## src/rtl/proc_ctrl_fsm.sv

```systemverilog
`default_nettype none
// ============================================================================
// Module   : proc_ctrl_fsm
// Purpose  : Instruction sequencer for a small bus-based processor datapath.
//            Accepts one 9-bit instruction per run handshake in IDLE, then
//            steps it through T1..T3. Each step drives at most one bus source
//            and the matching load enables, and the last step pulses done.
// Revision : 1.0 - initial release
// ----------------------------------------------------------------------------
// Parameters
//   NREG        : number of general registers (must be 8; fields are 3 bits)
// Ports
//   clk         : rising-edge clock, shared with the datapath
//   rst_n       : asynchronous active-low reset
//   run         : start request, sampled only in IDLE
//   instr[8:0]  : {opcode[2:0], Rx[2:0], Ry[2:0]}
//   ext_data_en : drive external data onto the bus
//   reg_in_en   : one-hot register load enable (R0..R7)
//   reg_out_en  : one-hot register bus-drive enable (R0..R7)
//   alu_reg_en  : load ALU operand register A from the bus
//   alu_sel     : ALU op, 0 = A+bus, 1 = A-bus
//   g_reg_en    : load result register G from the ALU
//   alu_out_en  : drive G onto the bus
//   busy        : high in T1..T3
//   done        : one-cycle pulse in the final step of an instruction
//   illegal     : one-cycle pulse for opcodes 1xx (optional feature)
// Build option
//   PROC_CTRL_ILLEGAL_FLAG_EN : when defined, opcodes 1xx pulse illegal
//                               together with done; otherwise illegal = 0.
// ============================================================================
module proc_ctrl_fsm #(
    parameter int NREG = 8
) (
    input  logic            clk,
    input  logic            rst_n,
    input  logic            run,
    input  logic [8:0]      instr,
    output logic            ext_data_en,
    output logic [NREG-1:0] reg_in_en,
    output logic [NREG-1:0] reg_out_en,
    output logic            alu_reg_en,
    output logic            alu_sel,
    output logic            g_reg_en,
    output logic            alu_out_en,
    output logic            busy,
    output logic            done,
    output logic            illegal
);

    localparam logic [1:0] c_ST_IDLE = 2'd0;
    localparam logic [1:0] c_ST_T1   = 2'd1;
    localparam logic [1:0] c_ST_T2   = 2'd2;
    localparam logic [1:0] c_ST_T3   = 2'd3;

    localparam logic [2:0] c_OP_MV  = 3'b000;
    localparam logic [2:0] c_OP_MVI = 3'b001;
    localparam logic [2:0] c_OP_ADD = 3'b010;
    localparam logic [2:0] c_OP_SUB = 3'b011;

    logic [1:0]      r_state;
    logic [1:0]      w_state_nxt;
    logic [8:0]      r_ir;

    logic [2:0]      w_opcode;
    logic [2:0]      w_rx;
    logic [2:0]      w_ry;
    logic            w_is_alu_op;
    logic [NREG-1:0] w_rx_onehot;
    logic [NREG-1:0] w_ry_onehot;

    assign w_opcode    = r_ir[8:6];
    assign w_rx        = r_ir[5:3];
    assign w_ry        = r_ir[2:0];
    // add and sub share the three-step sequence; opcode bit 0 picks the op
    assign w_is_alu_op = (w_opcode == c_OP_ADD) || (w_opcode == c_OP_SUB);
    assign w_rx_onehot = {{(NREG-1){1'b0}}, 1'b1} << w_rx;
    assign w_ry_onehot = {{(NREG-1){1'b0}}, 1'b1} << w_ry;

    // ------------------------------------------------------------------------
    // State and instruction registers
    // ------------------------------------------------------------------------
    always_ff @(posedge clk or negedge rst_n) begin
        if (!rst_n) begin
            r_state <= c_ST_IDLE;
        end else begin
            r_state <= w_state_nxt;
        end
    end

    always_ff @(posedge clk or negedge rst_n) begin
        if (!rst_n) begin
            r_ir <= 9'd0;
        end else if ((r_state == c_ST_IDLE) && run) begin
            r_ir <= instr;
        end
    end

    // ------------------------------------------------------------------------
    // Next-state logic
    // ------------------------------------------------------------------------
    always_comb begin
        w_state_nxt = r_state;
        case (r_state)
            c_ST_IDLE: w_state_nxt = run ? c_ST_T1 : c_ST_IDLE;
            c_ST_T1:   w_state_nxt = w_is_alu_op ? c_ST_T2 : c_ST_IDLE;
            c_ST_T2:   w_state_nxt = c_ST_T3;
            c_ST_T3:   w_state_nxt = c_ST_IDLE;
            default:   w_state_nxt = c_ST_IDLE;
        endcase
    end

    // ------------------------------------------------------------------------
    // Output decode: purely a function of (state, IR). Each step selects at
    // most one bus source, so bus exclusivity holds by construction.
    // ------------------------------------------------------------------------
    always_comb begin
        ext_data_en = 1'b0;
        reg_in_en   = '0;
        reg_out_en  = '0;
        alu_reg_en  = 1'b0;
        alu_sel     = 1'b0;
        g_reg_en    = 1'b0;
        alu_out_en  = 1'b0;
        done        = 1'b0;
        case (r_state)
            c_ST_T1: begin
                if (w_opcode == c_OP_MV) begin
                    reg_out_en = w_ry_onehot;
                    reg_in_en  = w_rx_onehot;
                    done       = 1'b1;
                end else if (w_opcode == c_OP_MVI) begin
                    ext_data_en = 1'b1;
                    reg_in_en   = w_rx_onehot;
                    done        = 1'b1;
                end else if (w_is_alu_op) begin
                    reg_out_en = w_rx_onehot;
                    alu_reg_en = 1'b1;
                end else begin
                    // opcodes 1xx complete as a one-cycle no-op
                    done = 1'b1;
                end
            end
            c_ST_T2: begin
                if (w_is_alu_op) begin
                    reg_out_en = w_ry_onehot;
                    g_reg_en   = 1'b1;
                    alu_sel    = w_opcode[0];
                end
            end
            c_ST_T3: begin
                if (w_is_alu_op) begin
                    alu_out_en = 1'b1;
                    reg_in_en  = w_rx_onehot;
                    done       = 1'b1;
                end
            end
            default: begin
            end
        endcase
    end

    assign busy = (r_state != c_ST_IDLE);

`ifdef PROC_CTRL_ILLEGAL_FLAG_EN
    assign illegal = (r_state == c_ST_T1) && w_opcode[2];
`else
    assign illegal = 1'b0;
`endif

endmodule
`default_nettype wire
```

## config.mk

```make
export PLATFORM = sky130hd
export DESIGN_NAME = proc_ctrl_fsm
export DESIGN_NICKNAME = d
export VERILOG_FILES = /design/src/rtl/proc_ctrl_fsm.sv
export SDC_FILE = /design/constraint.sdc
export NUM_CORES = 1
export LEC_CHECK = 0
export ABC_CLOCK_PERIOD_IN_PS = 2000
export CAP_MARGIN = 20
export CORE_AREA = 2 2 48 50
export DETAILED_ROUTE_END_ITERATION = 10
export DIE_AREA = 0 0 50 52
export GPL_TIMING_DRIVEN = 0
export MAX_ROUTING_LAYER = met4
export PLACE_DENSITY = 0.75
export SYNTH_ARGS = -nofsm -noshare
export SYNTH_HDL_FRONTEND = slang
export SYNTH_SLANG_ARGS = --single-unit
export TNS_END_PERCENT = 10
```

## constraint.sdc

```tcl
create_clock -name clk -period 2 [get_ports clk]
set_input_delay 0.5 -clock clk [delete_from_list [all_inputs] [get_ports clk]]
set_output_delay 0.5 -clock clk [all_outputs]
set_load 0.005 [all_outputs]
```

==> summary.txt <==
outcome: complete, but fails checks
failing checks: negative setup slack
clock sink count: 11
leakage: 0.000613 uW
CP peak stage delay: 400 ps
crit path cell chain: inv_2, ha_4, nor3b_4, o21ai_2, buf_6, o22ai_2, buf_2
Post-synth EDFFs: 0
Final setup viols: 17
Main synth FF type: dfrtp_1
Ports: 36
worst skew pair latency: 260 ps
RSZ-0062 raised after global routing: yes
largest net degree at the start of global routing: 12
DR WL/cell: 13.9 um
Pins Over Slew Limit: 0
Seq/Total Area, Yosys: 34.8%
Avg Inst Size Synth: 9.53 sq um
Clock Skew: 1.59 ps
Initial Util: 37.6%
syn_nets: 100
peak supply drop: 0.833 mV
Total GRT Usage: 19.4%
#FFs+latches synth: 11
antenna diode count: 0
drt drc: 0
initial detailed-routing violation count: 6
GR Overflow Total: 0
core area: 2110 sq um
H-tree depth: 1
top cell type by total area after synthesis: dfrtp_1
TritonRoute pass-1 iters: 4
DP Wirelength: 1450 um
Hold Path Class: in2async
Synth top cells by count: mux2_2, dfrtp_1, nor2_1
port buffer count: 34
layout cells sized above 1: 58.2%
CTS root buffer: clkbuf_4
CTS Buf Count: 3
vias: 838
first-pass GRT wire length: 3640 um
share of the synthesized area in the top cell type: 34.8%
chip height: 52 um
synth warn: 0
kind of critical path: reg2out
Final period util: 115%
Critical Path AT: 1790 ps
Final Hold Fails: 0
Reg clk slew, reported paths: 60 ps
row count: 17
Final Core Density: 63.9%
die span in x: 50 um
fin nets: 152
power density over the cells: 1310 nW/um^2
Max Freq: 0.437 GHz
critical path capture point type: primary output
routed wire length: 2250 um
initial antenna violation count: 0
CP Max Fanout: 7
vias in the first global route: 797
Cell Area, Synth: 791 sq um
CTS tree: done
post-route ant nets: 0
Synth async-reset ratio: 100%
Die Area: 2600 sq um
GPL Wtd Cong: 0.833
Distinct cells, synth: 27
Clock Path Buffers: 2
DR vias/cell: 5.17
fin crit period: 2290 ps
crit path launch type: flip-flop
slowest CP cell: dfrtp_1
Gate Count Post-Synth: 83
Max Cap Violations: 0
CP required: 1500 ps
cell with the most instances after synthesis: mux2_2
fin worst setup slack: -291 ps
top cells by area in the synthesized netlist: dfrtp_1, mux2_2, ha_1, nor2_1, o32ai_1
worst hold slack: 558 ps
area added between synthesis and finish: 70.1%
[power breakdown]
group / switching (uW) / internal [uW]
Sequential: 183 / 337
Clock: 67.9 / 77.1
Combinational: 490 / 602
[critical path, delay by kind of cell, from the launching register on]
family          cells  cell delay, ps
flops               1             400
compound gates      2             260
simple gates        1             280
buf+inv             3             400
fa+ha+maj           1             180
[metal layers]
layer	track usage [%]	share of wire (%)	vias up
met5	-	0	-
met4	14.4	2.0	0
met3	1.15	3.5	4
met2	31.4	52	28
met1	22.9	42	408
li1	-	-	398
[path summary, 6_finish.rpt]
| path | from | to | slack, ps | cells past startpoint |
|---|---|---|---|---|
| max | flip-flop | reg_out_en[6] | -290 | 7 |
| min | rst_n | r_ir[0] | 560 | 1 |
| max reg2reg | r_state[0] | r_ir[3] | 580 | 4 |
| min reg2reg | r_ir[0] | r_ir[0] | 600 | 1 |
| max in group asynchronous | rst_n | r_ir[7] | 1100 | 1 |
| min in group clk | r_ir[0] | r_ir[0] | 600 | 1 |
[stage by stage]
stage / worst slack (ps) / instance area (sq um) / setup TNS, ps / cells / total power [uW]
final: -291 / 1350 / -3030 / 162 / 1760
after global routing: -355 / 1350 / -4080 / 162 / 1880
after CTS: -236 / 1360 / -3420 / 160 / 1690
after detailed placement: -585 / 1170 / -5670 / 145 / 1240
after global placement: -509 / 1170 / -4900 / 145 / 1220
after floorplan: 122 / 791 / 0 / 83 / 962
[cells in the final DEF, fill, tap and decap left out, drive strengths merged, types with 2 or more instances in the layout]
master	synthesis	routed
nor2	11	11
clkdlybuf4s50	0	12
o22ai	4	4
ha	5	5
inv	4	4
dlygate4sd2	0	4
buf	2	22
o32ai	4	4
and2	4	4
o21ai	2	2
clkbuf	0	14
and2b	2	2
nand3	2	2
mux2	12	12
nand2	7	7
nand4	2	2
nand3b	2	2
dfrtp	11	11
[registers in the layout, indices dropped and copies added (netlist names), named ones only]
signal / count
r_ir: 9
r_state: 1
[logic make-up after synthesis]
group | after synthesis | synth area share (%)
AO/OA/AOI/OAI | 10 | 9.65
adder cells (fa/ha/maj) | 5 | 7.91
buffers and inverters | 6 | 3.80
flip-flops | 11 | 34.8
multiplexers | 12 | 17.1
other | 1 | 0.474
AND/OR/NAND/NOR | 38 | 26.3
[what timing repair did]
action                                  CTS  global route
gates resized for setup                  80            15
pin swaps                                 4             5
hold buffers                              0             0
endpoints found under the setup margin   23            20
buffers inserted                         12             2
[area by class of cell]
cell class / instances / area, sq um
well taps: 28 / 35.0
clock buffers: 4 / 26.3
multi-input cells: 66 / 626
plain buffers: 1 / 7.51
inverters: 4 / 15.0
fillers: 169 / 761
repair buffers: 48 / 359
flip-flops and latches: 11 / 277
(Power assumes the default switching activity.)
